$ cat config.mk
export PLATFORM = sky130hd
export DESIGN_NAME = rojobot_move_ctrl
export DESIGN_NICKNAME = d
export VERILOG_FILES = /design/src/rtl/rojobot_move_ctrl.sv
export SDC_FILE = /design/constraint.sdc
export NUM_CORES = 1
export LEC_CHECK = 0
export BUFFER_PORTS_ARGS = -buffer_cell sky130_fd_sc_hd__buf_2
export CORE_MARGIN = 2
export CORE_UTILIZATION = 55
export DETAILED_ROUTE_END_ITERATION = 16
export PLACE_DENSITY = 0.81
export SLEW_MARGIN = 20
export SYNTH_ARGS = -nofsm -noshare
export SYNTH_HDL_FRONTEND = slang
export SYNTH_SLANG_ARGS = --single-unit
$ cat constraint.sdc
create_clock -name clk -period 6.66 [get_ports clk]
set_input_delay 1.332 -clock clk [delete_from_list [all_inputs] [get_ports clk]]
set_output_delay 1.332 -clock clk [all_outputs]
set_load 0.01 [all_outputs]
$ cat src/rtl/rojobot_move_ctrl.sv
// -----------------------------------------------------------------------------
// rojobot_move_ctrl
//
// Command sequencer for the RojoBot wheel-counter model. It accepts one move
// command at a time over a valid/ready handshake. It drives the four wheel
// pushbutton inputs and watches the 8-bit wheel position counters until every
// driven wheel has travelled the commanded number of ticks. It then pulses
// done and reports a status code.
//
// Parameters
//   SIMULATE     1 selects a short watchdog limit for simulation.
//   TIMEOUT_CYC  cycles without wheel movement before a move times out.
//
// Build option
//   MOVE_CTRL_WDOG_EN  when defined, adds the 26-bit no-movement watchdog.
//                      When undefined, a move ends only on completion or
//                      abort, and status 10 is never produced.
//
// Ports
//   clk, reset_n           100 MHz clock; asynchronous active-low reset
//   cmd_valid / cmd_ready  command handshake; ready is high only in IDLE
//   cmd_op [2:0]           move opcode
//   cmd_cnt [7:0]          ticks to travel per driven wheel
//   abort                  ends the current move (ignored outside RUN)
//   left_pos, right_pos    wheel position counters from the RojoBot
//   left_fwd, left_rev,
//   right_fwd, right_rev   registered wheel drive outputs
//   busy                   high while a move is running
//   done                   one-cycle completion pulse
//   status [1:0]           00 ok, 01 aborted, 10 timeout, 11 illegal op
// -----------------------------------------------------------------------------
module rojobot_move_ctrl #(
   parameter int          SIMULATE    = 0,
   parameter logic [25:0] TIMEOUT_CYC = (SIMULATE != 0) ? 26'd12 : 26'd40_000_000
) (
   input  logic       clk,
   input  logic       reset_n,
   input  logic       cmd_valid,
   output logic       cmd_ready,
   input  logic [2:0] cmd_op,
   input  logic [7:0] cmd_cnt,
   input  logic       abort,
   input  logic [7:0] left_pos,
   input  logic [7:0] right_pos,
   output logic       left_fwd,
   output logic       left_rev,
   output logic       right_fwd,
   output logic       right_rev,
   output logic       busy,
   output logic       done,
   output logic [1:0] status
);

   typedef enum logic [1:0] {
      IDLE = 2'd0,
      RUN  = 2'd1,
      DONE = 2'd2
   } state_t;

   localparam logic [1:0] ST_OK      = 2'b00;
   localparam logic [1:0] ST_ABORT   = 2'b01;
   localparam logic [1:0] ST_TIMEOUT = 2'b10;
   localparam logic [1:0] ST_ILLEGAL = 2'b11;

   // Wheel directions for an opcode, packed {left_fwd, left_rev, right_fwd, right_rev}.
   function automatic logic [3:0] op_dirs(input logic [2:0] op);
      case (op)
         3'b001:  op_dirs = 4'b1010;  // FWD
         3'b010:  op_dirs = 4'b0101;  // REV
         3'b011:  op_dirs = 4'b0110;  // SPIN_L
         3'b100:  op_dirs = 4'b1001;  // SPIN_R
         3'b101:  op_dirs = 4'b0010;  // PIVOT_L
         3'b110:  op_dirs = 4'b1000;  // PIVOT_R
         default: op_dirs = 4'b0000;  // STOP, illegal
      endcase
   endfunction

   // Modulo-256 distance travelled; correct across the 255->0 wrap because
   // a move never exceeds 255 ticks.
   function automatic logic [7:0] wheel_dist(input logic fwd, input logic [7:0] pos,
                                             input logic [7:0] start);
      wheel_dist = fwd ? (pos - start) : (start - pos);
   endfunction

   state_t     state, state_nx;
   logic [3:0] drv_q, drv_nx;
   logic [1:0] status_q, status_nx;
   logic [7:0] start_l, start_r, cnt_q;
   logic [2:0] op_q;
   logic [3:0] dirs_q;
   logic       left_drv, right_drv;
   logic [7:0] dist_l, dist_r;
   logic       fin_l, fin_r;
   logic       accept;
   logic       timeout;

   assign accept    = (state == IDLE) && cmd_valid;
   assign dirs_q    = op_dirs(op_q);
   assign left_drv  = dirs_q[3] | dirs_q[2];
   assign right_drv = dirs_q[1] | dirs_q[0];
   assign dist_l    = wheel_dist(dirs_q[3], left_pos, start_l);
   assign dist_r    = wheel_dist(dirs_q[1], right_pos, start_r);
   // Undriven wheels never hold up completion.
   assign fin_l     = !left_drv  || (dist_l >= cnt_q);
   assign fin_r     = !right_drv || (dist_r >= cnt_q);

`ifdef MOVE_CTRL_WDOG_EN
   logic [25:0] wdog_cnt;
   logic [7:0]  prev_l, prev_r;
   logic        pos_moved;

   assign pos_moved = (left_drv  && (left_pos  != prev_l)) ||
                      (right_drv && (right_pos != prev_r));
   // Fires on the TIMEOUT_CYC-th consecutive RUN cycle without movement.
   assign timeout   = (state == RUN) && !pos_moved && (wdog_cnt >= (TIMEOUT_CYC - 26'd1));

   always_ff @(posedge clk or negedge reset_n) begin
      if (!reset_n) begin
         wdog_cnt <= '0;
         prev_l   <= '0;
         prev_r   <= '0;
      end else begin
         prev_l <= left_pos;
         prev_r <= right_pos;
         // Held at zero outside RUN, so every move starts with a clear count.
         if ((state == RUN) && !pos_moved)
            wdog_cnt <= wdog_cnt + 26'd1;
         else
            wdog_cnt <= '0;
      end
   end
`else
   // No watchdog in this build: a move ends only on completion or abort.
   assign timeout = 1'b0 & (TIMEOUT_CYC != 26'd0);
`endif

   always_ff @(posedge clk or negedge reset_n) begin
      if (!reset_n) begin
         state    <= IDLE;
         drv_q    <= '0;
         status_q <= ST_OK;
      end else begin
         state    <= state_nx;
         drv_q    <= drv_nx;
         status_q <= status_nx;
      end
   end

   always_ff @(posedge clk or negedge reset_n) begin
      if (!reset_n) begin
         start_l <= '0;
         start_r <= '0;
         op_q    <= '0;
         cnt_q   <= '0;
      end else if (accept) begin
         start_l <= left_pos;
         start_r <= right_pos;
         op_q    <= cmd_op;
         cnt_q   <= cmd_cnt;
      end
   end

   always_comb begin
      state_nx  = state;
      drv_nx    = drv_q;
      status_nx = status_q;
      case (state)
         IDLE: begin
            if (cmd_valid) begin
               drv_nx    = 4'b0000;
               status_nx = ST_OK;
               if (cmd_op == 3'b111) begin
                  state_nx  = DONE;
                  status_nx = ST_ILLEGAL;
               end else if ((cmd_op == 3'b000) || (cmd_cnt == 8'd0)) begin
                  state_nx = DONE;
               end else begin
                  state_nx = RUN;
                  drv_nx   = op_dirs(cmd_op);
               end
            end
         end
         RUN: begin
            // A finished wheel drops its drive while the other keeps going.
            drv_nx = drv_q & ~{fin_l, fin_l, fin_r, fin_r};
            // Completion outranks abort, abort outranks timeout.
            if (fin_l && fin_r) begin
               state_nx  = DONE;
               drv_nx    = 4'b0000;
               status_nx = ST_OK;
            end else if (abort) begin
               state_nx  = DONE;
               drv_nx    = 4'b0000;
               status_nx = ST_ABORT;
            end else if (timeout) begin
               state_nx  = DONE;
               drv_nx    = 4'b0000;
               status_nx = ST_TIMEOUT;
            end
         end
         DONE: begin
            state_nx = IDLE;
            drv_nx   = 4'b0000;
         end
         default: begin
            state_nx = IDLE;
            drv_nx   = 4'b0000;
         end
      endcase
   end

   assign {left_fwd, left_rev, right_fwd, right_rev} = drv_q;
   assign cmd_ready = (state == IDLE);
   assign busy      = (state == RUN);
   assign done      = (state == DONE);
   assign status    = status_q;

endmodule

# [Word-level counts from Yosys, hierarchy flattened]
# Index checks and enable logic that the tools add are counted.
[totals] ff_bits=35 input_bits=31 out_inout_bits=9 elab_cells=68
[op_classes] addsub=4 n_lt_le_gt_ge=2 eq_ne=17 n_mux=21 bitwise_logic=4 n_reduce_logical=13
[op_table] op="$pmux 4 s6" count=2
[op_table] op="$sub 8x8->8" count=4
[op_table] op="$eq 3x3->1 const B" count=7
[op_table] op="$mux 4" count=5
[op_table] op="$mux 2" count=9
[op_table] op="$ge 8x8->1" count=2
[op_table] op="$mux 8" count=2
[op_table] op="$eq 3x2->1 const B" count=4
[op_table] op="$logic_not 8->1" count=1
[op_table] op="$pmux 2 s2" count=2
[op_table] op="$pmux 4 s2" count=1
[op_table] op="$eq 3x1->1 const B" count=2
[op_table] op="$and 4x4->4" count=1
[op_table] op="$not 4->4" count=1
[op_table] op="$logic_not 3->1" count=1
[op_table] op="$logic_or 1x1->1" count=3
[op_table] op="$ne 3x2->1 const B" count=1
[op_table] op="$reduce_and 3->1" count=1
[op_table] op="$eq 2x1->1 const B" count=1
[op_table] op="$eq 2x2->1 const B" count=1
[op_table] op="$logic_and 1x1->1" count=2
[op_table] op="$logic_not 1->1" count=2
[op_table] op="$logic_not 2->1" count=1
[op_table] op="$ne 2x2->1 const B" count=1
[op_table] op="3 further kinds" count=4

# [Depth between registers and ports, before layout]
# Gate-level depths: netlist (run 1).
[depth] depth_word=10 mapped_depth=15 depth_no_buf=15

# [Worst setup path after synthesis (run 1)]
# No wires, ideal clock.
[synth_timing] path_kind="input port to flip-flop" startpoint="input right_pos[1]" endpoint="register status_q[0] (netlist: status[0])" setup_ns=0.104 arrival_time_ns=3.825 required_time_ns=6.556 slack_ns=2.731 cell_stages=13 path_buffers=0 cell_sequence="inv_1 ha_1 and2b_1 nor3b_1 o32ai_2 a221oi_1 xnor2_1 ha_1 and3_1 o211ai_1 a2bb2oi_1 a21oi_1 a221oi_1"
[synth_between] elab_chain_len=7 word_cells_on_any_way=10 classes_between="2 x add/sub; 1 x order compare; 1 x eq/ne; 3 x mux; 3 x reduce/logical"
[synth_lines] item="start: declaration" line="44" rtl="input logic [7:0] right_pos,"
[synth_lines] item="$sub 8x8->8" line="82" rtl="wheel_dist = fwd ? (pos - start) : (start - pos);"
[synth_lines] item="$mux 8 (*)" line="82"
[synth_lines] item="$ge 8x8->1 (*)" line="105" rtl="assign fin_r = !right_drv || (dist_r >= cnt_q);"
[synth_lines] item="$logic_or 1x1->1 (*)" line="105"
[synth_lines] item="$logic_and 1x1->1 (*)" line="187" rtl="if (fin_l && fin_r) begin"
[synth_lines] item="$ne 3x2->1 (no line) or $mux 2 (tied branches)"
[synth_lines] item="$reduce_and 3->1 (no line) or $pmux 2 s2 (tied branches)"
[synth_lines] item="end signal: assignment" line="145" rtl="status_q <= status_nx;"
[synth_lines] item="end: declaration" line="87" rtl="logic [1:0] status_q, status_nx;"
# Mark *: on every way between the ends. The rest lies on a longest branch, timed or not.
# A chain may end at the register's enable or synchronous reset.

# [Worst setup path after layout (run 1)]
# Same ends and word-level chain as after synthesis.

==> results of run 1 <==
## flip-flops by register name, indices dropped and copies added, names as in the netlist
signal   count
start_l      8
drv_q        4
start_r      8
state        2
status       2
cnt_q        8
op_q         3
## cell families (layout without fill, tap and decap cells)
kind of cell | count (synthesis) | after routing | share of synthesized area, %
XOR/XNOR | 13 | 13 | 3.75
AO/OA/AOI/OAI | 83 | 83 | 18.0
AND/OR/NAND/NOR | 79 | 79 | 12.4
flip-flops | 35 | 35 | 28.9
buffers and inverters | 60 | 99 | 7.83
multiplexers | 24 | 24 | 8.33
adder cells (fa/ha/maj) | 48 | 48 | 20.8
## cell usage after synthesis (all sizes together), types with 3 or more instances
library cell / n / area, um2
o211ai: 4 / 30.0
nor2: 14 / 52.6
a21o: 5 / 37.5
mux2: 10 / 113
inv: 50 / 188
ha: 44 / 551
o22ai: 3 / 18.8
nand4: 3 / 18.8
clkbuf: 7 / 26.3
fa: 4 / 80.1
a21oi: 16 / 80.1
o21ai: 29 / 145
buf: 3 / 23.8
nor2b: 6 / 37.5
xnor2: 11 / 96.3
mux2i: 14 / 140
nor3: 5 / 25.0
nand2: 32 / 120
dfrtp: 35 / 876
nand3: 4 / 20.0
a211oi: 5 / 42.5
## power groups by stage
stage	clock network, mW	logic [mW]	registers [mW]
floorplan	0	0.982	0.377
global placement	0	1.18	0.382
detailed placement	0	1.23	0.387
CTS	0.202	1.24	0.383
global route	0.211	1.42	0.396
finish	0.196	1.24	0.383
## layout make-up
type | count | area share, %
Timing Repair Buffer | 41 | 6.18
Sequential cell | 35 | 25.7
Multi-Input combinational cell | 247 | 56.6
Clock buffer | 5 | 2.02
Inverter | 50 | 5.51
Tap cell | 72 | 2.65
Clock inverter | 3 | 1.29
## layer usage
| layer | GRT usage [%] | vias up | part of all wire, % |
|---|---|---|---|
| met5 | 0 | - | 0 |
| met4 | 8.07 | 0 | 1.9 |
| met3 | 3.56 | 11 | 3.9 |
| met2 | 38.5 | 60 | 50 |
| met1 | 25.8 | 1189 | 44 |
| li1 | - | 1256 | - |
## how the worst min path moves through the flow
stage	to	cells after the start	slack, ps	startpoint
2_1_floorplan	start_l[7]	1	500	start_l[7]
3_3_place_gp	drv_q[0]	1	460	drv_q[0]
3_5_place_dp	drv_q[0]	1	470	drv_q[0]
4_1_cts	drv_q[0]	1	500	drv_q[0]
5_1_grt	drv_q[0]	1	530	drv_q[0]
6_report	drv_q[0]	1	500	drv_q[0]
## critical path: stages
cell                        delay (ps)
sky130_fd_sc_hd__buf_2             120
sky130_fd_sc_hd__inv_1              80
sky130_fd_sc_hd__ha_1              320
sky130_fd_sc_hd__and2b_1           170
sky130_fd_sc_hd__nor3b_1           290
sky130_fd_sc_hd__o32ai_2           170
sky130_fd_sc_hd__a221oi_1          330
sky130_fd_sc_hd__xnor2_1           170
sky130_fd_sc_hd__ha_1              260
sky130_fd_sc_hd__and3_1            180
sky130_fd_sc_hd__o211ai_1           90
sky130_fd_sc_hd__a2bb2oi_1         330
sky130_fd_sc_hd__a21oi_1           170
sky130_fd_sc_hd__a221oi_1          310
==> reports/results.md, run 1 <==
- **status** finished clean
- **IO buf count** 39
- **I/O pin total** 40
- **vertical die dimension** 78.3 um
- **post-synthesis register bit count** 35
- **detailed placement HPWL** 4710 um
- **gpl congestion** 0.860
- **clock network power share** 10.8%
- **highest net fanout along the worst path** 4
- **number of cells on the worst reg-to-reg path** 11
- **arrival time at the worst endpoint** 4340 ps
- **Horiz. Die Dim** 78.3 um
- **maximum VDD drop** 0.278 mV
- **areal power density over the cells** 533 nW/um2
- **RSZ-0062 raised after global routing** no
- **Placed Area** 3290 um2
- **DR vias** 2516
- **H-tree level count** 2
- **GR Util All Layers** 21.5%
- **Setup-failing EPs final** 0
- **register-to-register setup slack** 3140 ps
- **later-pin clock latency in the skew report** 290 ps
- **starting density of the core** 56.2%
- **Post-CTS Repair Setup Buffers** 0
- **routed length per placed instance** 13.6 um
- **post-synthesis async set-or-reset flop share** 100%
- **CP endpoint kind** register
- **number of inserted filler cells in the final layout** 471
- **logic gate share of total power** 68.1%
- **Die Outline Area** 6130 um2
- **net switching fraction of the power** 45.5%
- **warnings from Yosys** 0
- **CTS tree** yes
- **summed area of non-filler cells in the final layout** 3400 um2
- **total length of routed wires** 6150 um
- **Clock Tree Buf Depth** 2
- **Max Fclk** 241 MHz
- **total net switching power** 826 uW
- **Tmin final** 4150 ps
- **count of flip-flops with a built-in enable after synthesis** 0
- **final-stage net count** 459
- **Final Instance Count excl. Fillers** 453
- **setup slack after placement** 2220 ps
- **sequential cell area** 876 um2
- **relative contribution of sequential cells to total power** 21.1%
- **ANT cells** 0
- **static leakage** 1.73 nW
- **reg-to-reg startpoint** op_q[2]
- **endpoint required time on the critical path** 6850 ps
- **Pre-Repair DR Iteration Count** 4
- **# rows** 27
- **max_slew headroom** 45.8%
- **cell-internal power** 989 uW
- **count of unresolved DRC violations after routing** 0
- **CTS Root Buffer Type** sky130_fd_sc_hd__clkbuf_8
- **type of the tightest min-delay check** reg2reg
- **post-detailed-route via-to-cell ratio** 5.55
- **synthesized area per cell** 8.88 um2
- **final-layout setup total negative slack** 0 ps
- **total power after layout** 1.82 mW
- **violation count after the first detailed-route iteration** 149
- **pin slew with the least headroom to its limit** 814 ps
- **instance count after placement with tap cells included** 445
- **total of hold buffers inserted after clock tree synthesis** 0
- **post-CTS resize count** 0
- **least setup slack across all paths after layout** 2510 ps
- **worst hold slack** 497 ps
- **final critical-path share of the clock period** 62.3%
- **area of the multi-input gates** 1930 um2
- **Inserted Clock Buffers** 5
- **critical path launch point** right_pos[1]
- **number of unique standard cell types used by synthesis** 53
- **commonest cells after routing, fill and taps aside** 50 x sky130_fd_sc_hd__inv_1, 44 x sky130_fd_sc_hd__ha_1, 39 x sky130_fd_sc_hd__buf_2
- **number of nets with antenna violations after detailed routing** 0
- **wire length of the first global-routing pass** 10600 um
- **critical path launch point type** input pin
- **count of final max-slew check failures** 0
- **Critical R2R Capture** status[0]
- **number of antenna violations at the first check in global routing** 0
- **maximum number of pins on one net before global-route repair** 51
- **floorplan core area** 5410 um2
- **post-synth net total** 421
- **kind of critical path** in2reg
- **CTS Sinks** 35
- **crit path to** status[0]
- **post-layout utilization of the core** 63.0%
- **leading register cell type out of synthesis** sky130_fd_sc_hd__dfrtp_1
- **Hold Vio Cnt, Final** 0
- **overall overflow remaining after global route** 0
- **synthesis-to-layout area growth** 12.1%
- **most common library cell in the layout ignoring fill and taps** sky130_fd_sc_hd__inv_1
- **share of cells above drive strength 1** 17.6%
- **sequential element share of the synthesized area** 28.9%
- **number of global-route vias before repair** 2503
- **summed instance area of the synthesized netlist** 3040 um2
- **Reg clk slew, reported paths** 80 ps
- **number of maximum-capacitance constraint violations** 0
- **worst setup skew after layout** 5.54 ps
- **instance count of the mapped netlist** 342
(Power assumes the default switching activity.)
==> inputs of run 2 (changes only) <==
--- a/config.mk
+++ b/config.mk
@@ -5,11 +5,12 @@
 export SDC_FILE = /design/constraint.sdc
 export NUM_CORES = 1
 export LEC_CHECK = 0
+export ABC_AREA = 1
 export BUFFER_PORTS_ARGS = -buffer_cell sky130_fd_sc_hd__buf_2
 export CORE_MARGIN = 2
-export CORE_UTILIZATION = 55
+export CORE_UTILIZATION = 54
 export DETAILED_ROUTE_END_ITERATION = 16
-export PLACE_DENSITY = 0.81
+export PLACE_DENSITY = 0.82
 export SLEW_MARGIN = 20
 export SYNTH_ARGS = -nofsm -noshare
 export SYNTH_HDL_FRONTEND = slang
==> constraint.sdc (replaced) <==
create_clock -name clk -period 3.7 [get_ports clk]
set_input_delay 0.74 -clock clk [delete_from_list [all_inputs] [get_ports clk]]
set_output_delay 0.74 -clock clk [all_outputs]
set_load 0.01 [all_outputs]
==> run 2 against run 1 <==
First-iteration DRC count is 6.7% lower. Sequential power is 84% higher. Die area is 11% higher. Combinational power is 94% higher. Clock skew is 4.7 ps higher. Worst hold slack worse by 24 ps. Clock power is 86% higher. Final cell count is 32% higher. Highest routed layer unchanged.
==> reports/results.md, run 2 <==
- **floorplan core area** 5960 um2
- **most instantiated cells after synthesis** 148 x sky130_fd_sc_hd__nand2_1, 92 x sky130_fd_sc_hd__inv_1, 44 x sky130_fd_sc_hd__ha_1, 35 x sky130_fd_sc_hd__dfrtp_1, 30 x sky130_fd_sc_hd__o21ai_0
- **static leakage** 2.17 nW
- **highest net fanout along the worst path** 3
- **worst-case hold path end point** drv_q[2]
- **critical path launch point type** input pin
- **total length of routed wires** 7240 um
- **routed length per placed instance** 12.1 um
- **count of unresolved DRC violations after routing** 0
- **number of cells on the worst reg-to-reg path** 21
- **CTS tree** yes
- **final critical-path share of the clock period** 82.0%
- **cell taking the most area after synthesis** sky130_fd_sc_hd__dfrtp_1
- **IO buf count** 39
- **ANT cells** 0
- **detailed placement HPWL** 5740 um
- **I/O pin total** 40
- **maximum number of pins on one net before global-route repair** 52
- **post-synthesis async set-or-reset flop share** 100%
- **largest registers in the final layout** cnt_q (8), start_l (8), start_r (8)
- **total of hold buffers inserted after clock tree synthesis** 0
- **Max Fclk** 330 MHz
- **sequential element share of the synthesized area** 26.3%
- **post-detailed-route via-to-cell ratio** 5.09
- **global routing usage on met2** 42.3%
- **Horiz. Die Dim** 82.6 um
- **overall overflow remaining after global route** 0
- **number of antenna violations at the first check in global routing** 0
- **instance count of the mapped netlist** 485
- **kind of critical path** in2reg
- **H-tree level count** 2
- **share of cells above drive strength 1** 12.8%
- **post-layout utilization of the core** 62.0%
- **Most common cell on crit path** sky130_fd_sc_hd__nand2_1
- **global routing usage on met1** 27.1%
- **Pre-Repair DR Iteration Count** 5
- **commonest cells after routing, fill and taps aside** 148 x sky130_fd_sc_hd__nand2_1, 92 x sky130_fd_sc_hd__inv_1, 44 x sky130_fd_sc_hd__ha_1
- **count of flip-flops with a built-in enable after synthesis** 0
- **CTS Sinks** 35
- **Die Outline Area** 6820 um2
- **RSZ-0062 raised after global routing** no
- **Tmin final** 3030 ps
- **later-pin clock latency in the skew report** 300 ps
- **reg-to-reg startpoint** start_l[0]
- **worst hold path depth** 2
- **top cell type's share of synthesized area** 26.3%
- **areal power density over the cells** 942 nW/um2
- **met3 Track Usage GR** 4.02%
- **gpl congestion** 0.854
- **Placed Area** 3580 um2
- **number of inserted filler cells in the final layout** 548
- **leading register cell type out of synthesis** sky130_fd_sc_hd__dfrtp_1
- **violation count after the first detailed-route iteration** 139
- **pin slew with the least headroom to its limit** 823 ps
- **Post-CTS Repair Setup Buffers** 0
- **DR vias** 3046
- **# rows** 28
- **GR Util All Layers** 22.9%
- **post-synthesis register bit count** 35
- **CP endpoint kind** register
- **Setup-failing EPs final** 0
- **wire length of the first global-routing pass** 12100 um
- **number of maximum-capacitance constraint violations** 0
- **Inserted Clock Buffers** 5
- **synthesis-to-layout area growth** 10.8%
- **worst hold slack** 472 ps
- **Min-Delay Startpoint** drv_q[2]
- **worst setup skew after layout** 10.2 ps
- **starting density of the core** 56.0%
- **longest individual stage delay on the worst path** 420 ps
- **post-synth net total** 564
- **CTS Root Buffer Type** sky130_fd_sc_hd__clkbuf_8
- **number of unique standard cell types used by synthesis** 34
- **cell-by-cell trace of the critical path** buf_2 -> inv_1 -> ha_1 -> inv_1 -> fa_1 -> nand2_1 -> inv_1 -> o21ai_0 -> nand3_1 -> nand2_1 -> xor2_1 -> inv_1 -> ha_1 -> nand2_1 -> nor2_1 -> nand2_1 -> nand2_1 -> nand2_1 -> nand2_2 -> nand2_2 -> nand2_1 -> nand2_1
- **Hold Vio Cnt, Final** 0
- **Clock Tree Buf Depth** 2
- **max_slew headroom** 45.1%
- **number of global-route vias before repair** 2925
- **endpoint required time on the critical path** 3900 ps
- **summed area of non-filler cells in the final layout** 3690 um2
- **most instantiated library cell after synthesis** sky130_fd_sc_hd__nand2_1
- **final-stage net count** 602
- **Critical R2R Capture** status[1]
- **register-to-register setup slack** 870 ps
- **type of the tightest min-delay check** reg2reg
- **routing layer with the top usage in global route** met2
- **cells taking the most area after synthesis** sky130_fd_sc_hd__dfrtp_1 26%, sky130_fd_sc_hd__nand2_1 17%, sky130_fd_sc_hd__ha_1 17%
- **final-layout setup total negative slack** 0 ps
- **vertical die dimension** 82.6 um
- **most common library cell in the layout ignoring fill and taps** sky130_fd_sc_hd__nand2_1
- **total power after layout** 3.48 mW
- **warnings from Yosys** 0
- **Slowest-stage cell, CP** sky130_fd_sc_hd__fa_1
- **arrival time at the worst endpoint** 3230 ps
- **status** finished clean
- **synthesized area per cell** 6.88 um2
- **post-CTS resize count** 0
- **count of final max-slew check failures** 0
- **maximum VDD drop** 0.404 mV
- **Reg clk slew, reported paths** 80 ps
- **summed instance area of the synthesized netlist** 3330 um2
- **number of nets with antenna violations after detailed routing** 0
-- run 2: changes by cell type in the layout (fill, tap and decap cells not counted), sizes merged, moves of 5 or more --
cell / previous run / this run
nor2: 14 / 35
nor2b: 6 / 0
a211oi: 5 / 0
nand3: 4 / 13
mux2i: 14 / 1
a21oi: 16 / 22
mux2: 10 / 2
nand2: 32 / 152
o21ai: 29 / 35
xor2: 2 / 14
xnor2: 11 / 2
inv: 50 / 98
-- run 2: area by class of cell --
class,instances,area (um2),area share [%]
clock inverter,3,43.8,1.19
tap,75,93.8,2.54
multi-input combinational,344,2050,55.5
inverter,98,368,9.96
clock buffer,5,68.8,1.86
sequential,35,876,23.7
timing repair buffer,39,195,5.28
-- run 2: worst max path at each step --
stage | startpoint | to | slack (ps) | depth (start not counted)
detailed placement | left_pos[0] | status[1] | 390 | 22
floorplan | left_pos[2] | status[1] | 830 | 22
global route | left_pos[2] | status[1] | 440 | 22
finish | left_pos[0] | status[1] | 670 | 22
global placement | right_pos[0] | status[0] | 490 | 20
CTS | left_pos[0] | status[0] | 690 | 22
-- run 2: worst max-delay path, delay by kind of cell --
| family | cells | cell delay (ps) |
|---|---|---|
| buf+inv | 5 | 340 |
| fa+ha+maj | 3 | 840 |
| compound gates | 1 | 130 |
| xor+xnor | 1 | 220 |
| simple gates | 12 | 970 |
-- run 2: report_power, final --
group / internal, mW / switching [mW]
combinational: 0.936 / 1.48
sequential: 0.555 / 0.150
clock: 0.201 / 0.163
-- run 2: cell families after synthesis --
family / count (synthesis) / synth area share (%)
fa+ha+maj: 48 / 18.9
compound gates: 66 / 11.0
buf+inv: 106 / 12.3
flops: 35 / 26.3
mux: 3 / 0.976
xor+xnor: 16 / 4.20
simple gates: 211 / 26.3
-- run 2: per-layer routing --
metal	share of wire, %	vias up
met5	0	-
met4	1.1	0
met3	3.5	7
met2	53	55
met1	43	1410
li1	-	1574
-- run 2: per-stage QoR --
stage               worst slack, ps  cells
finish                          665    599
global route                    437    599
CTS                             689    599
detailed placement              388    591
global placement                492    591
floorplan                       829    485
